<file path="src/rtl/zjh_disp_pkg.sv">
// Shared types, constants and segment table for the seven-segment scan controller.
package zjh_disp_pkg;

  localparam int NDIG = 4;
  localparam logic [6:0] SEG_OFF = 7'b0000000;
  localparam logic [3:0] Y_OFF   = 4'b1111;

  typedef enum logic [1:0] {
    IDLE = 2'd0,
    SCAN = 2'd1,
    BLNK = 2'd2
  } state_e;

  typedef logic [NDIG-1:0][3:0] digits_t;

  // Segment patterns {a,b,c,d,e,f,g}, indexed by nibble (entry 0 is the LSB slice).
  localparam logic [15:0][6:0] HEX7_TBL = {
    7'b1000111, 7'b1001111, 7'b0111101, 7'b1001110,  // F E d C
    7'b0011111, 7'b1110111, 7'b1111011, 7'b1111111,  // b A 9 8
    7'b1110000, 7'b1011111, 7'b1011011, 7'b0110011,  // 7 6 5 4
    7'b1111001, 7'b1101101, 7'b0110000, 7'b1111110   // 3 2 1 0
  };

  // Digit k (k>=1) is a leading zero when it and every more significant digit are 0.
  function automatic logic [NDIG-1:0] lz_mask(input digits_t d);
    logic run_zero;
    lz_mask  = '0;
    run_zero = 1'b1;
    for (int k = NDIG - 1; k >= 1; k--) begin
      run_zero   = run_zero & (d[k] == 4'd0);
      lz_mask[k] = run_zero;
    end
  endfunction

endpackage

</file>
<file path="src/rtl/zjh_hex7seg.sv">
// Combinational hex nibble to seven-segment decoder.
module zjh_hex7seg
  import zjh_disp_pkg::*;
(
  input  logic [3:0] nibble,
  output logic [6:0] seg
);

  assign seg = HEX7_TBL[nibble];

endmodule

</file>
<file path="src/rtl/zjh_scan_ctrl.sv">
// Four-digit seven-segment scan controller with prescaler, inter-digit blanking,
// frame-synchronous digit updates and leading-zero blanking. All outputs registered.
module zjh_scan_ctrl
  import zjh_disp_pkg::*;
#(
  parameter int unsigned DIV   = 1000,
  parameter int unsigned BLANK = 2
) (
  input  logic       Clock,
  input  logic       Aclr,
  input  logic       en,
  input  logic       lz_blank,
  input  logic       wr_valid,
  output logic       wr_ready,
  input  logic [1:0] wr_addr,
  input  logic [3:0] wr_data,
  output logic [3:0] Y,
  output logic [6:0] seg,
  output logic [1:0] digit_idx,
  output logic       frame_tick
);

  localparam logic [15:0] DIV_LAST   = 16'(DIV - 1);
  localparam logic [15:0] BLANK_LAST = (BLANK == 0) ? 16'd0 : 16'(BLANK - 1);
  localparam bit          HAS_BLANK  = (BLANK != 0);

  state_e        state_q, state_d;
  logic [1:0]    idx_q, idx_d;
  logic [15:0]   cnt_q, cnt_d;
  digits_t       shadow_q, shadow_d;
  digits_t       active_q, active_d;
  logic          pending_q, pending_d;
  logic [3:0]    y_q, y_d;
  logic [6:0]    seg_q, seg_d;
  logic [1:0]    didx_q, didx_d;
  logic          tick_q, tick_d;
  logic          ready_q, ready_d;

  logic          wr_fire, commit;
  logic [NDIG-1:0] blank_mask;
  logic [6:0]    hex_seg;

  // Next-state sequencing.
  always_comb begin
    // NOTE: every variable gets a default first so no path through the block infers a latch.
    state_d = state_q;
    idx_d   = idx_q;
    cnt_d   = cnt_q;
    if (!en) begin
      state_d = IDLE;
      idx_d   = 2'd0;
      cnt_d   = 16'd0;
    end else begin
      unique case (state_q)
        IDLE: begin
          state_d = SCAN;
          idx_d   = 2'd0;
          cnt_d   = 16'd0;
        end
        SCAN: begin
          if (cnt_q == DIV_LAST) begin
            cnt_d = 16'd0;
            if (HAS_BLANK) state_d = BLNK;
            else           idx_d   = idx_q + 2'd1;
          end else begin
            cnt_d = cnt_q + 16'd1;
          end
        end
        BLNK: begin
          if (cnt_q == BLANK_LAST) begin
            state_d = SCAN;
            idx_d   = idx_q + 2'd1;
            cnt_d   = 16'd0;
          end else begin
            cnt_d = cnt_q + 16'd1;
          end
        end
        default: begin
          state_d = IDLE;
          idx_d   = 2'd0;
          cnt_d   = 16'd0;
        end
      endcase
    end
  end

  // Write port and frame-boundary commit. A commit leaving IDLE may coincide with a
  // write; the commit takes the pre-write shadow and the new write stays pending.
  always_comb begin
    wr_fire  = wr_valid & ready_q;
    commit   = en & pending_q & (tick_q | (state_q == IDLE));
    active_d = commit ? shadow_q : active_q;
    shadow_d = shadow_q;
    if (wr_fire) shadow_d[wr_addr] = wr_data;
    pending_d = wr_fire | (pending_q & ~commit);
  end

  zjh_hex7seg u_hex7seg (
    .nibble (active_d[idx_d]),
    .seg    (hex_seg)
  );

  // Outputs are computed from next state so the registered values match the state they describe.
  always_comb begin
    blank_mask = lz_blank ? lz_mask(active_d) : '0;
    tick_d     = HAS_BLANK ? (state_d == BLNK && idx_d == 2'd3 && cnt_d == BLANK_LAST)
                           : (state_d == SCAN && idx_d == 2'd3 && cnt_d == DIV_LAST);
    ready_d    = ~tick_d;
    didx_d     = idx_d;
    y_d        = Y_OFF;
    seg_d      = SEG_OFF;
    unique case (state_d)
      SCAN: begin
        y_d   = ~(4'b0001 << idx_d);
        seg_d = blank_mask[idx_d] ? SEG_OFF : hex_seg;
      end
      BLNK:    seg_d = seg_q;
      default: ;
    endcase
  end

  always_ff @(posedge Clock or negedge Aclr) begin
    if (!Aclr) begin
      state_q   <= IDLE;
      idx_q     <= 2'd0;
      cnt_q     <= 16'd0;
      // NOTE: digit registers are reset explicitly so the display powers up at zero, never X.
      shadow_q  <= '0;
      active_q  <= '0;
      pending_q <= 1'b0;
      y_q       <= Y_OFF;
      seg_q     <= SEG_OFF;
      didx_q    <= 2'd0;
      tick_q    <= 1'b0;
      ready_q   <= 1'b1;
    end else begin
      // NOTE: non-blocking assignments so every flop samples pre-edge values.
      state_q   <= state_d;
      idx_q     <= idx_d;
      cnt_q     <= cnt_d;
      shadow_q  <= shadow_d;
      active_q  <= active_d;
      pending_q <= pending_d;
      y_q       <= y_d;
      seg_q     <= seg_d;
      didx_q    <= didx_d;
      tick_q    <= tick_d;
      ready_q   <= ready_d;
    end
  end

  assign Y          = y_q;
  assign seg        = seg_q;
  assign digit_idx  = didx_q;
  assign frame_tick = tick_q;
  assign wr_ready   = ready_q;

endmodule

</file>
<file path="config.mk">
export PLATFORM = sky130hd
export DESIGN_NAME = zjh_scan_ctrl
export DESIGN_NICKNAME = d
export VERILOG_FILES = /design/src/rtl/zjh_disp_pkg.sv /design/src/rtl/zjh_hex7seg.sv /design/src/rtl/zjh_scan_ctrl.sv
export SDC_FILE = /design/constraint.sdc
export NUM_CORES = 1
export LEC_CHECK = 0
export ABC_AREA = 1
export CORE_MARGIN = 1.5
export CORE_UTILIZATION = 40
export DETAILED_ROUTE_END_ITERATION = 8
export PLACE_DENSITY = 0.55
export SETUP_SLACK_MARGIN = 0.02
export SLEW_MARGIN = 10
export SYNTH_ARGS = -nofsm -noshare
export SYNTH_HDL_FRONTEND = slang
export SYNTH_SLANG_ARGS = --single-unit
</file>
<file path="constraint.sdc">
create_clock -name Clock -period 5.95 [get_ports Clock]
set_input_delay 1.4875 -clock Clock [delete_from_list [all_inputs] [get_ports Clock]]
set_output_delay 1.4875 -clock Clock [all_outputs]
set_load 0.1 [all_outputs]
</file>
* Word level (Yosys, flattened, before mapping)
Memory sizes are Yosys's and may differ from the RTL's. Index checks and enable logic that the tools add are counted.
Word-level totals: register bits after elaboration 66, ROM bits 112, bits of input ports 11, output and inout port bits 15, word-level logic and storage cells 74, memories 1
Operators by class: $add $sub $neg 2, order comparisons 4, eq/ne operators 8, shifts and indexed selects 1, muxes and demuxes 24, bitwise logic cells 11, reductions and logical operators 7
Memories:
- (name not given) | depth 16, width 7, read ports 1, clocked after Yosys merged registers in 0, wr ports 0, RTL line zjh_hex7seg.sv:9 | assign seg = HEX7_TBL[nibble];
Operators with widths (number):
- $mux W16 | 4
- $eq A16 B1 Y1 const B | 2
- $pmux W16 S2 | 1
- $add A16 B1 Y16 const B | 1
- $bwmux W16 | 1
- $eq A16 B10 Y1 const B | 1
- $mux W4 | 4
- $mux W7 | 2
- $pmux W7 S2 | 1
- $logic_not A4 Y1 | 3
- $mux W2 | 5
- $bmux W4 S2 | 1
- $demux W4 S2 | 1
- $and A1 B1 Y1 | 6
- $eq A2 B2 Y1 const B | 3
- $lt A2 B3 Y1 const B | 2
- $pmux W2 S3 | 1
- $lt A4 B5 Y1 const B | 1
- $eq A2 B1 Y1 const B | 2
- $not A4 Y4 | 1
- $pmux W2 S2 | 1
- $shl A1 B2 Y4 const A | 1
- $logic_and A1 B1 Y1 | 3
- $add A2 B1 Y2 const B | 1
- other kinds (6) | 8

* Longest topological paths before layout
depth in word-level cells 12, depth in mapped cells 23, depth with buffers taken out 22

* Hierarchy
Synthesis repeated with hierarchy kept, for this count alone.
Second synthesis, totals: cells, all modules 532, area total of the unflattened synthesis 3953.8 um^2
By module, submodules not included:
- zjh_scan_ctrl | times used 1, cells each 478, area an instance 3668.5 um^2, sequential area each 1657.8 um^2
- zjh_hex7seg | times used 1, cells each 54, area an instance 285.3 um^2, sequential area each 0.0 um^2

* Least setup slack after synthesis
Ideal clock, no wire load.
path type input to register, start point input port en, end point register seg_q[5], in the netlist seg[5], library setup time 0.120 ns, arrival time 3.029 ns, data required time 5.830 ns, slack 2.801 ns, stages on the path 15, path buffers 1, path through nand2_1 clkinv_1 nand2_2 buf_6 nand2_1 o21ai_1 nand2_1 nand2_1 inv_1 ha_1 nand3_1 nor2_1 nor2_1 nand2_1 nand2_1
Between the ends: longest elaborated chain between the ends 11, elaborated cells on any way between the ends 21, those cells by class eq/ne: 2; mux: 11; bitwise: 4; reduce/logical: 3; memory: 1
RTL lines:
- start, declared | RTL line zjh_scan_ctrl.sv:11 | input logic en,
- branches (longest 11 deep; another with $mem_v2 Z16 W7)
- end signal, assigned | RTL line zjh_scan_ctrl.sv:145 | seg_q <= seg_d;
- end, declared | RTL line zjh_scan_ctrl.sv:34 | logic [6:0] seg_q, seg_d;
Parallel ways; which one is timed is not known. The select of a mux whose other input is x is not followed. A chain may end at the register's enable or synchronous reset.

* Final worst setup path
Same ends and word-level chain as after synthesis.

==> summary.log <==
INFO  placement      preCtsSetupSlack=1.59ns
INFO  critical_path  path_cells=clkdlybuf4s50_1 > nand2_1 > clkinv_1 > nand2_2 > nand2_1 > o21ai_1 > nand2_1 > nand2_1 > inv_1 > ha_1 > nand3_1 > nor2_1 > nor2_1 > nand2_1 > nand2_1
INFO  critical_path  crit_type=in2reg
INFO  sta            worst_slack=1.91ns
INFO  status         status=finished clean
INFO  grt            grt_pass1_vias=2,850
INFO  drt            final_routed_drc_violation_total=0
INFO  run            max_cap_viol_count=0
INFO  sta            worst_clock_skew=0.0144ns
INFO  worst_hold_path min-delay-path-class=reg2reg
INFO  sta            maxSlewHeadroom=34.2%
INFO  finish         fillCellCount=946
INFO  cts            tritoncts_num_sinks=66
INFO  cts            clkLatencyLatePin=0.34ns
INFO  sta            setup_violations=0
INFO  placement      detailed_place_hpwl=6310um
INFO  floorplan      die_area=10,200um^2
INFO  drt            postRouteAntennaNets=0
INFO  floorplan      start_util=41.4%
INFO  yosys          synth.yosys.warnings=0
INFO  power          leakage=0.00218uW
INFO  critical_path  reg2reg_depth=16
INFO  finish         layout-drive-gt1-share=13.9%
INFO  floorplan      std_cell_core_area=9280um^2
INFO  cts            cts-root-buf=sky130_fd_sc_hd__clkbuf_8
INFO  cts            cts_setup_buffers=0
INFO  sta            report.final.hold_viol_count=0
INFO  cts            clkSlewWorstSetupHoldPaths=0.08ns
INFO  critical_path  critical_path.max_stage_delay=0.54ns
INFO  grt            track_usage=18.0%
INFO  sta            rsz0062_at_grt=no
INFO  grt            grt_max_degree=49
INFO  power          ir_worst_vdd=0.136mV
INFO  yosys          synth.area.top_cells=sky130_fd_sc_hd__dfrtp_1 (40%), sky130_fd_sc_hd__nand2_1 (14%), sky130_fd_sc_hd__inv_1 (5.9%), sky130_fd_sc_hd__nand3_1 (5.9%), sky130_fd_sc_hd__nor2_1 (4.7%)
INFO  sta            timing.final.max_slew_violations=0
INFO  grt            grt_antenna_before_repair=0
INFO  finish         final_nets=544
INFO  critical_path  worst_path_most_repeated_cell=sky130_fd_sc_hd__nand2_1
INFO  drt            route.detailed.vias_per_inst=4.67
INFO  power          power.density_cell_area=284nW/um^2
INFO  cts            cts_repair_resize_count=0
INFO  finish         multi_input_comb_area=1860um^2
INFO  drt            drtIter0Drc=114
INFO  finish         seqCellArea=1660um^2
INFO  sta            max_freq=247MHz
INFO  placement      gpl_wtd_cong=0.929
INFO  critical_path  cp-end-kind=register
INFO  yosys          yosysTopAreaCell=sky130_fd_sc_hd__dfrtp_1
INFO  grt            grt-ovfl-total=0
INFO  critical_path  crit_required=6.19ns
INFO  cts            cts.path.max_buffers=2
INFO  finish         n_antenna_cell=0
INFO  cts            post_cts_hold_buffer_count=0
INFO  yosys          synth.lib_cells_used.distinct=34
INFO  finish         area_delta_synth_final=14.0%
INFO  grt            wire_length_of_the_first_global_routing_pass=14,300um
INFO  sta            final_min_period_over_clock_period=67.9%
INFO  floorplan      floorplan.io_pins=26
INFO  cts            cts_buffers=9
INFO  floorplan      fp.dieW=101um
INFO  critical_path  cpMaxStageDelayCell=sky130_fd_sc_hd__nand2_2
INFO  yosys          netlist.area_leader.share=39.7%
INFO  yosys          synthesis.instances=493
INFO  worst_hold_path min_delay_path_depth=2
INFO  critical_path  endpoint_arrival_time_on_the_critical_path=4.28ns
INFO  yosys          syn_nets=516
INFO  drt            drt_pass1_iterations=4
INFO  floorplan      core.rowCount=35
INFO  yosys          synth_seq_cells=66
INFO  critical_path  critical_path.startpoint_type=input pin
INFO  drt            dr_vias=3,060
INFO  cts            h-tree-depth=3
INFO  sta            timing.final.crit_period=4.04ns
INFO  cts            tritoncts_clock_tree=yes
INFO  sta            setup_total_negative_slack=0ns
INFO  placement      buffers_added_on_ports=25
INFO  floorplan      dieHeight=101um
INFO  yosys          syn-mean-instance-area=7.80um^2
INFO  yosys          ys_seq_area_share=43.1%
INFO  critical_path  cp_max_fo=20
INFO  yosys          synthesis.area=3840um^2
INFO  drt            route.detailed.wl_per_inst=12.8um
INFO  drt            finalWirelength=8370um
INFO  sta            worstMarginPinSlew=0.984ns
==> cells by family (layout without fill, tap and decap cells) <==
family	count (synthesis)	count (layout)	share of synthesized area [%]
AO/OA/AOI/OAI	40	40	6.02
XOR/XNOR	7	7	1.60
adder cells (fa/ha/maj)	12	12	3.91
buffers and inverters	75	108	8.50
flip-flops	66	66	43.1
AND/OR/NAND/NOR	293	293	36.8
==> path summary, 6_finish.rpt <==
path,to,slack [ns],startpoint
worst max-delay path,seg[5],1.91,en
worst min-delay path,seg[2],0.48,seg[2]
worst max register to register,seg[5],2.77,state_q[0]
worst min register to register,seg[2],0.48,seg[2]
max in group asynchronous,active_q[5],3.90,Aclr
min in group asynchronous,cnt_q[5],1.08,Aclr
==> worst max-delay path, delay by kind of cell <==
kind / cells / cell delay (ns)
AOI/OAI and AO/OA: 1 / 0.09
adders and majority gates: 1 / 0.29
and+or+nand+nor: 10 / 1.36
buffers and inverters: 3 / 1.04
==> registers in the layout, indices dropped and copies added, names as in the netlist <==
register,flops
active_q,16
cnt_q,16
shadow_q,16
seg,7
Y,4
digit_idx,2
state_q,2
frame_tick,1
pending_q,1
wr_ready,1
==> area by class of cell <==
class	instances	share of cell area (%)
flip-flops and latches	66	37.8
well taps	129	3.68
clock buffers	9	2.83
inverters	66	5.65
multi-input cells	352	42.4
repair buffers	26	5.77
clock inverters	7	1.80
==> per-stage QoR <==
stage / utilization [%] / std cells / hold slack [ns] / instance area (um^2) / total power [uW]
2_1_floorplan: - / 493 / 0.442 / 3840 / 780
3_3_place_gp: 45.0 / 639 / 0.466 / 4180 / 862
3_5_place_dp: 45.0 / 639 / 0.467 / 4180 / 863
4_1_cts: 47.2 / 655 / 0.490 / 4380 / 1260
5_1_grt: 47.2 / 655 / 0.514 / 4380 / 1320
6_report: 47.2 / 655 / 0.484 / 4380 / 1240
==> layer usage <==
layer,GRT usage (%),vias to the layer above,share of wire [%]
met3,2.84,7,4.0
met1,27.6,1385,54
li1,-,1606,-
met4,6.09,0,1.1
met5,0,-,0
met2,25.7,62,41
==> report_power, final <==
group          internal, uW  total, uW  leakage, uW  switching, uW
logic                  98.1        327      0.00125            229
registers               502        527     0.000827           24.8
clock network           197        391     0.000104            193
total                   798       1240      0.00218            447
==> Yosys cell counts (all sizes together) <==
cell    instances
a21oi           8
dfstp           5
inv            65
ha             12
nand4          10
o21bai          2
xnor2           4
o21ai          30
nand3b          1
nor3            5
buf             9
nor2           59
nand3          56
clkinv          1
nand2         158
or2             4
dfrtp          61
xor2            3
==> placed cells by master (no fill, tap or decap), types with 2 or more instances in the layout <==
cell | synthesis | layout
sky130_fd_sc_hd__xor2_1 | 3 | 3
sky130_fd_sc_hd__nor2_4 | 4 | 4
sky130_fd_sc_hd__ha_1 | 12 | 12
sky130_fd_sc_hd__nor3_2 | 3 | 3
sky130_fd_sc_hd__clkdlybuf4s50_1 | 0 | 24
sky130_fd_sc_hd__inv_1 | 60 | 60
sky130_fd_sc_hd__nand3_1 | 45 | 45
sky130_fd_sc_hd__o21bai_1 | 2 | 2
sky130_fd_sc_hd__dfstp_2 | 5 | 5
sky130_fd_sc_hd__o21ai_1 | 6 | 6
sky130_fd_sc_hd__o21ai_4 | 2 | 2
sky130_fd_sc_hd__a21oi_1 | 8 | 8
sky130_fd_sc_hd__xnor2_1 | 4 | 4
sky130_fd_sc_hd__nor2_2 | 6 | 6
sky130_fd_sc_hd__nand2_1 | 143 | 143
sky130_fd_sc_hd__nand4_1 | 10 | 10
sky130_fd_sc_hd__o21ai_0 | 21 | 21
sky130_fd_sc_hd__nor3_1 | 2 | 2
sky130_fd_sc_hd__clkbuf_8 | 0 | 9
sky130_fd_sc_hd__clkinv_4 | 0 | 4
sky130_fd_sc_hd__inv_2 | 5 | 5
sky130_fd_sc_hd__dfrtp_1 | 61 | 61
sky130_fd_sc_hd__or2_2 | 2 | 2
sky130_fd_sc_hd__nor2_1 | 48 | 48
sky130_fd_sc_hd__nand2_2 | 10 | 10
sky130_fd_sc_hd__nand3_2 | 10 | 10
sky130_fd_sc_hd__nand2_4 | 5 | 5
Power figures use the tool's default switching activity.
